## src/rtl/frame_capture.sv

```systemverilog
`default_nettype none
// ============================================================================
// Module   : frame_capture
// Purpose  : Captures one RGB565 camera frame per synchronized capture request
//            and streams the pixels into a frame buffer.
// Options  : FRAME_CAPTURE_DECIMATE_EN - keep only even pixels of even lines.
// Revision : 1.0 - initial release
// ============================================================================
module frame_capture #(
    parameter int H_PIXELS = 320,
    parameter int V_LINES  = 240,
    parameter int ADDR_W   = 17
) (
    input  logic              clk,
    input  logic              reset,
    input  logic              frame_enable,
    input  logic              vsync,
    input  logic              href,
    input  logic [7:0]        din,
    output logic              we,
    output logic [ADDR_W-1:0] addr,
    output logic [15:0]       wdata,
    output logic              busy,
    output logic              frame_done,
    output logic              overflow
);

`ifdef FRAME_CAPTURE_DECIMATE_EN
    localparam int c_CAPACITY = (H_PIXELS / 2) * (V_LINES / 2);
`else
    localparam int c_CAPACITY = H_PIXELS * V_LINES;
`endif
    // One extra count state so "buffer full" is representable.
    localparam int c_CNT_W = $clog2(c_CAPACITY + 1);

    typedef enum logic [1:0] {
        S_IDLE    = 2'd0,
        S_ARM     = 2'd1,
        S_CAPTURE = 2'd2,
        S_DONE    = 2'd3
    } state_t;

    state_t              r_state;
    logic                r_fe_meta;
    logic                r_fe_sync;
    logic                r_fe_prev;
    logic                r_vsync_d;
    logic                r_href_d;
    logic                r_phase;
    logic [7:0]          r_hi;
    logic [c_CNT_W-1:0]  r_pix_cnt;
    logic                r_we;
    logic [ADDR_W-1:0]   r_addr;
    logic [15:0]         r_wdata;
    logic                r_busy;
    logic                r_frame_done;
    logic                r_overflow;
`ifdef FRAME_CAPTURE_DECIMATE_EN
    logic                r_x_odd;
    logic                r_line_odd;
`endif

    logic w_req;
    logic w_vs_fall;
    logic w_vs_rise;
    logic w_href_fall;
    logic w_full;
    logic w_keep;

    assign w_req       = r_fe_sync & ~r_fe_prev;
    assign w_vs_fall   = r_vsync_d & ~vsync;
    assign w_vs_rise   = ~r_vsync_d & vsync;
    assign w_href_fall = r_href_d & ~href;
    assign w_full      = (r_pix_cnt == c_CNT_W'(c_CAPACITY));
`ifdef FRAME_CAPTURE_DECIMATE_EN
    assign w_keep      = ~r_x_odd & ~r_line_odd;
`else
    assign w_keep      = 1'b1;
`endif

    always_ff @(posedge clk) begin
        if (reset) begin
            r_state      <= S_IDLE;
            r_fe_meta    <= 1'b0;
            r_fe_sync    <= 1'b0;
            r_fe_prev    <= 1'b0;
            r_vsync_d    <= 1'b0;
            r_href_d     <= 1'b0;
            r_phase      <= 1'b0;
            r_hi         <= '0;
            r_pix_cnt    <= '0;
            r_we         <= 1'b0;
            r_addr       <= '0;
            r_wdata      <= '0;
            r_busy       <= 1'b0;
            r_frame_done <= 1'b0;
            r_overflow   <= 1'b0;
`ifdef FRAME_CAPTURE_DECIMATE_EN
            r_x_odd      <= 1'b0;
            r_line_odd   <= 1'b0;
`endif
        end else begin
            r_fe_meta    <= frame_enable;
            r_fe_sync    <= r_fe_meta;
            r_fe_prev    <= r_fe_sync;
            r_vsync_d    <= vsync;
            r_href_d     <= href;
            r_we         <= 1'b0;
            r_frame_done <= 1'b0;
            // The written pixel's address is held for the strobe cycle only.
            if (r_we) begin
                r_addr <= r_addr + ADDR_W'(1);
            end

            case (r_state)
                S_IDLE: begin
                    if (w_req) begin
                        r_state <= S_ARM;
                        r_busy  <= 1'b1;
                    end
                end
                S_ARM: begin
                    if (w_vs_fall) begin
                        r_state   <= S_CAPTURE;
                        r_addr    <= '0;
                        r_phase   <= 1'b0;
                        r_pix_cnt <= '0;
`ifdef FRAME_CAPTURE_DECIMATE_EN
                        r_x_odd    <= 1'b0;
                        r_line_odd <= 1'b0;
`endif
                    end
                end
                S_CAPTURE: begin
                    if (href) begin
                        r_phase <= ~r_phase;
                        if (!r_phase) begin
                            r_hi <= din;
                        end else begin
`ifdef FRAME_CAPTURE_DECIMATE_EN
                            r_x_odd <= ~r_x_odd;
`endif
                            if (w_keep) begin
                                if (w_full) begin
                                    r_overflow <= 1'b1;
                                end else begin
                                    r_we      <= 1'b1;
                                    r_wdata   <= {r_hi, din};
                                    r_pix_cnt <= r_pix_cnt + c_CNT_W'(1);
                                end
                            end
                        end
                    end else if (w_href_fall) begin
                        // A lone high byte at end of line is dropped here.
                        r_phase <= 1'b0;
`ifdef FRAME_CAPTURE_DECIMATE_EN
                        r_x_odd    <= 1'b0;
                        r_line_odd <= ~r_line_odd;
`endif
                    end
                    if (w_vs_rise) begin
                        r_state      <= S_DONE;
                        r_busy       <= 1'b0;
                        r_frame_done <= 1'b1;
                    end
                end
                S_DONE: begin
                    r_state <= S_IDLE;
                end
                default: begin
                    r_state <= S_IDLE;
                end
            endcase
        end
    end

    assign we         = r_we;
    assign addr       = r_addr;
    assign wdata      = r_wdata;
    assign busy       = r_busy;
    assign frame_done = r_frame_done;
    assign overflow   = r_overflow;

endmodule
`default_nettype wire

```

## config.mk

```make
export PLATFORM = sky130hd
export DESIGN_NAME = frame_capture
export DESIGN_NICKNAME = d
export VERILOG_FILES = /design/src/rtl/frame_capture.sv
export SDC_FILE = /design/constraint.sdc
export NUM_CORES = 1
export LEC_CHECK = 0
export BUFFER_PORTS_ARGS = -buffer_cell sky130_fd_sc_hd__buf_2
export CORE_MARGIN = 2
export CORE_UTILIZATION = 42
export DETAILED_ROUTE_END_ITERATION = 16
export MAX_ROUTING_LAYER = met4
export PLACE_DENSITY = 0.72
export SYNTH_ARGS = -nofsm -noshare
export SYNTH_HDL_FRONTEND = slang
export SYNTH_SLANG_ARGS = --single-unit
```

## constraint.sdc

```tcl
create_clock -name clk -period 2.2 [get_ports clk]
set_input_delay 0.44 -clock clk [delete_from_list [all_inputs] [get_ports clk]]
set_output_delay 0.44 -clock clk [all_outputs]
set_load 0.005 [all_outputs]
```

* Word-level counts from Yosys, hierarchy flattened *
Cells that the tools add are included.

operators by class
  add/sub/neg operators = 2
  eq/ne operators = 11
  mux-type cells = 21
  bitwise logic cells = 11
  reductions and logical operators = 12

operators by type and width
  cell                                           count
  two-way mux 17 bit                             7
  adder 17 x 1 -> 17 bit, second input constant  2
  case mux 17 bit (2 select lines)               1
  == test 17 bit, second input constant          1
  inequality test 2 bit, second input constant   6
  AND reduction 3 bit                            4
  case mux 2 bit (4 select lines)                1
  AND reduction 4 bit                            2
  two-way mux 1 bit                              7
  NOT 1 bit                                      7
  two-way mux 2 bit                              3
  AND reduction 5 bit                            1
  AND 1 bit                                      4
  == test 2 bit, second input constant           2
  case mux 1 bit (2 select lines)                2
  nonzero test 2 bit                             2
  OR reduction 4 bit                             1
  inequality test 3 bit, second input constant   1
  == test 2 x 1 -> 1 bit, second input constant  1
  zero test 2 bit                                1
  OR reduction 2 bit                             1

storage, ports and cells
  flip-flop bits (word level) = 70
  bits of input ports = 13

* Longest topological paths before layout *
  depth in word-level cells = 5
  gate-level depth with buffers = 8

* Least setup slack after synthesis *
OpenSTA, ideal clock, no wires.

  kind = reg2reg
  start = reg r_state[0]
  end = reg r_pix_cnt[14]
  setup time = 0.073 ns
  data arrival time = 1.705 ns
  required time = 2.127 ns
  path slack = 0.422 ns
  cell stages (with the launch flop) = 8
  cells stage by stage = dfxtp_1 -> inv_1 -> ha_1 -> clkbuf_1 -> nand3_2 -> a211oi_2 -> or4b_1 -> o211ai_2

on the way
  longest elaborated chain between the ends = 3

RTL lines
  item                                                                   RTL line  RTL
  start: declaration                                                     43        state_t r_state;
  start signal: assignment                                               83        r_state <= S_IDLE;
  start signal: assignment                                               118       r_state <= S_ARM;
  start signal: assignment                                               124       r_state <= S_CAPTURE;
  == test 2 bit or == test 2 x 1 -> 1 bit (tied branches)                115       case (r_state)
  inequality test 2 bit (no line) or nonzero test 2 bit (tied branches)  n/a
  AND reduction 5 bit (no line)                                          n/a
  end signal: assignment                                                 149       r_pix_cnt <= r_pix_cnt + c_CNT_W'(1);
  end: declaration                                                       51        logic [c_CNT_W-1:0] r_pix_cnt;

Several ways; a longest one is shown, not always the timed one.
A chain may end at the register's enable or synchronous reset.

* Final worst setup path *
  start = reg r_pix_cnt[0]
  end = reg r_pix_cnt[12]

on the way
  longest elaborated chain between the ends = 5

RTL lines
  item                              RTL line  RTL
  adder 17 x 1 -> 17 bit            149
  two-way mux 17 bit                144       if (w_full) begin
  two-way mux 17 bit                137       if (!r_phase) begin
  two-way mux 17 bit                135       if (href) begin
  case mux 17 bit (2 select lines)  115

Several ways; a longest one is shown, not always the timed one. The select of a mux whose other input is x is not followed.

==> results.md <==
* Synth cell count leaders: 70 x dfxtp_1, 30 x nand3_1, 29 x a21oi_1
* Met3 Usage GRT at 0.05094
* TritonRoute pass-1 iters at 4
* Vias in the first global route at roughly 2.7k
* Number of flops mapped to enable cells by yosys at 0
* Remaining antenna violation count at 0
* CP delay by family, top: simple AND/OR/NAND/NOR gates
* WP buf/inv at 2
* R2r setup slk at about 220 ps
* Global-route wire length before repair at between 10000 and 15000 um
* Busiest grt layer: met2
* CTS buffer count at 9
* Routed vias/inst at between 5 and 6
* Initial antenna violation count at 0
* P_leak at about 1.5 nW
* Via Count at 2856
* Final HPWL DP at 5005 um
* CP Depth at 7
* Setup ws final at ~220 ps
* H-tree Lvls at 3
* Cells after Synth at 368
* Setup_tns at 0 ps
* Cell variety after synth at between 50 and 60
* Total global routing overflow at 0
* Port Buffers at 49
* Slew @ Worst Pin at 549.4 ps
* DRC Markers at 0
* Synth Area per Inst at between 8 and 9 um^2
* Switching Share at 0.2671
* Synth-to-Final Area Change at 16.47%
* Comb power frac at 0.141
* Peak supply drop at 0.4422 mV
* Worst path max stage delay at 450 ps
* Pint at 2.009 mW
* Seq/Total Area, Yosys at 0.4329
* Placed inst area at 0.003563 mm^2
* Max Slew Vio Count at 0
* Clk_lat worst skew at 340 ps
* Total core area at 0.007607 mm^2
* Row count at 32
* Ant. Diodes at 0
* Slew headroom at 0.6337
* Cell Area, Synth at ~0.0032 mm^2
* Finished Cell Area at 0.003770 mm^2
* Critical Path Source Type: flip-flop
* Routability cong. at 0.9113
* Most frequent cell after synthesis: dfxtp_1
* Critical R2R Capture: r_pix_cnt[12]
* Total design power at 2.741 mW
* DIE WIDTH at 91.79 um
* Clk_skew at 7.099 ps
* Slowest CP cell: nor4bb_1
* CTS sink cnt at 70
* Overall die height at 91.79 um
* Final hold vios at 0
* Post-Layout Cell Count at 521
* Critical-path cell list: inv_1, ha_1, nor4bb_1, nand4_1, buf_4, a41oi_1, a31oi_1
* Synthesis-stage register bit count at 70
* Final min period at between 1500 and 2000 ps
* Worst Setup EP: r_pix_cnt[12]
* Top-area cell type share of the netlist area at 0.4329
* Crit end category: flip-flop
* DR WL/cell at about 14 um
* WP data required at 2420 ps
* Synth warn at 0
* CTS tree: built
* Net Count, Synth at a little under 400
* Drt first-iter violations at 128
* Final period util at 0.9017
* Post-place setup slack at ~220 ps
* RSZ-0062 raised after global routing: no
* Ys async rst share at 0
* # IOs at 50
* Cts hold-fix bufs at 0
* Outcome: complete, no violations
* Sequential share of power at 0.485
* Max_cap viols at 0
* Die area at 0.008425 mm^2
* Crit Path Max Fanout at 14
* Hold Path Class: primary input to flip-flop
* Maximum clock frequency at 0.5041 GHz
* Synth area leader: dfxtp_1
* Routed WL at 7197 um
* Final Setup Violations at 0
* Clock share of power at 0.374
* Initial Util at 0.4255
* Routing usage on met1 at 0.2255
* Root cell of the clock tree: clkbuf_8
* Clock-pin slew on the worst setup and hold paths at 70 ps
* Crit path kind: flip-flop to flip-flop
* GRT met2 Usage at 0.2923
* Post-synth top flop: dfxtp_1
* Largest net degree at the start of global routing at 24
* Power Dens Cells at 727.0 mW/mm^2
* Ranking of synthesized cells by area: dfxtp_1 43%, nand3_1 4.6%, a21oi_1 4.5%
* P_sw at between 0.7 and 0.8 mW
* WP data arrival at 2200 ps
* Critical path launch point: r_pix_cnt[0]
* Fraction of layout cells with a size suffix above 1 at 0.2076
* Dpl cells at 505
* Clock Path Buffers at 2
* Fin nets at 434
* Worst reg-to-reg path cell count at 7
* R2r startpoint: r_pix_cnt[0]
* Gr usage total at 0.1814
## cell usage in the layout, fill, tap and decap left out, types with 7 or more instances in the layout
cell type and count:
a21oi_1 29, nand2_1 14, buf_2 49, buf_4 13, inv_1 12, clkbuf_8 10, mux2i_1 10, o21ai_0 8
nand4_1 17, ha_1 7, dfxtp_1 70, nand3_1 30, o21ai_1 19, nor2_1 28
## how the worst min path moves through the flow
stage	cells after the start	start	slack (ps)	endpoint
after floorplan	1	r_fe_meta	410	r_fe_sync
after global placement	2	r_hi[4]	450	wdata[12]
after detailed placement	1	r_fe_meta	450	r_fe_sync
after CTS	2	frame_enable	330	r_fe_meta
after global routing	2	frame_enable	330	r_fe_meta
final	2	frame_enable	340	r_fe_meta
## registers in the layout (all words and copies together), names as in the netlist
signal      flops
r_hi            8
r_state         2
r_pix_cnt      17
we              1
overflow        1
r_href_d        1
r_vsync_d       1
r_phase         1
wdata          16
frame_done      1
addr           17
busy            1
r_fe_meta       1
r_fe_prev       1
r_fe_sync       1
## area by class of cell
type	instances	area, um^2
inverters	12	45.04
fillers	742	3837
well taps	102	127.6
flip-flops and latches	70	1401
repair buffers	62	342.8
multi-input cells	259	1654
clock inverters	6	61.31
clock buffers	10	137.6
## what timing repair did
item | in CTS | in global routing
setup buffers | 0 | 0
gates resized for setup | 0 | 1
setup endpoints to repair | 0 | 2
## cells by family (layout without fill, tap and decap cells)
| kind of cell | count (synthesis) | count (layout) | share of synthesized area |
|---|---|---|---|
| flops | 70 | 70 | 0.4329 |
| xor+xnor | 11 | 11 | 0.02976 |
| mux | 10 | 10 | 0.03093 |
| simple gates | 142 | 142 | 0.2505 |
| buf+inv | 39 | 90 | 0.05836 |
| fa+ha+maj | 7 | 7 | 0.02706 |
| compound gates | 89 | 89 | 0.1705 |
## metal layers
layer | share of wire | wire length (um)
met1 | 0.47 | 3398
met2 | 0.46 | 3317
met3 | 0.057 | 412
met4 | 0.0097 | 70
met5 | 0 | 0
## through the flow
step	utilization	hold slack (ps)
after global placement	0.4684	448.7
after floorplan	-	413.8
after global routing	0.4956	331.5
after CTS	0.4946	330.7
final	0.4956	336.3
after detailed placement	0.4684	448.9
## power by group through the flow
stage               logic (mW)  clock network, mW  registers (mW)
floorplan                0.293                  0            1.35
global placement         0.377                  0            1.36
detailed placement       0.386                  0            1.36
CTS                      0.386               1.06            1.33
global route             0.436               1.11            1.33
finish                   0.387               1.02            1.33
## worst reg2reg max path: stages, from the launching register on
cell,delay [ps]
dfxtp_1,330
inv_1,100
ha_1,150
nor4bb_1,450
nand4_1,300
buf_4,290
a41oi_1,200
a31oi_1,60
Note: power is estimated with default switching activity, not from simulation.
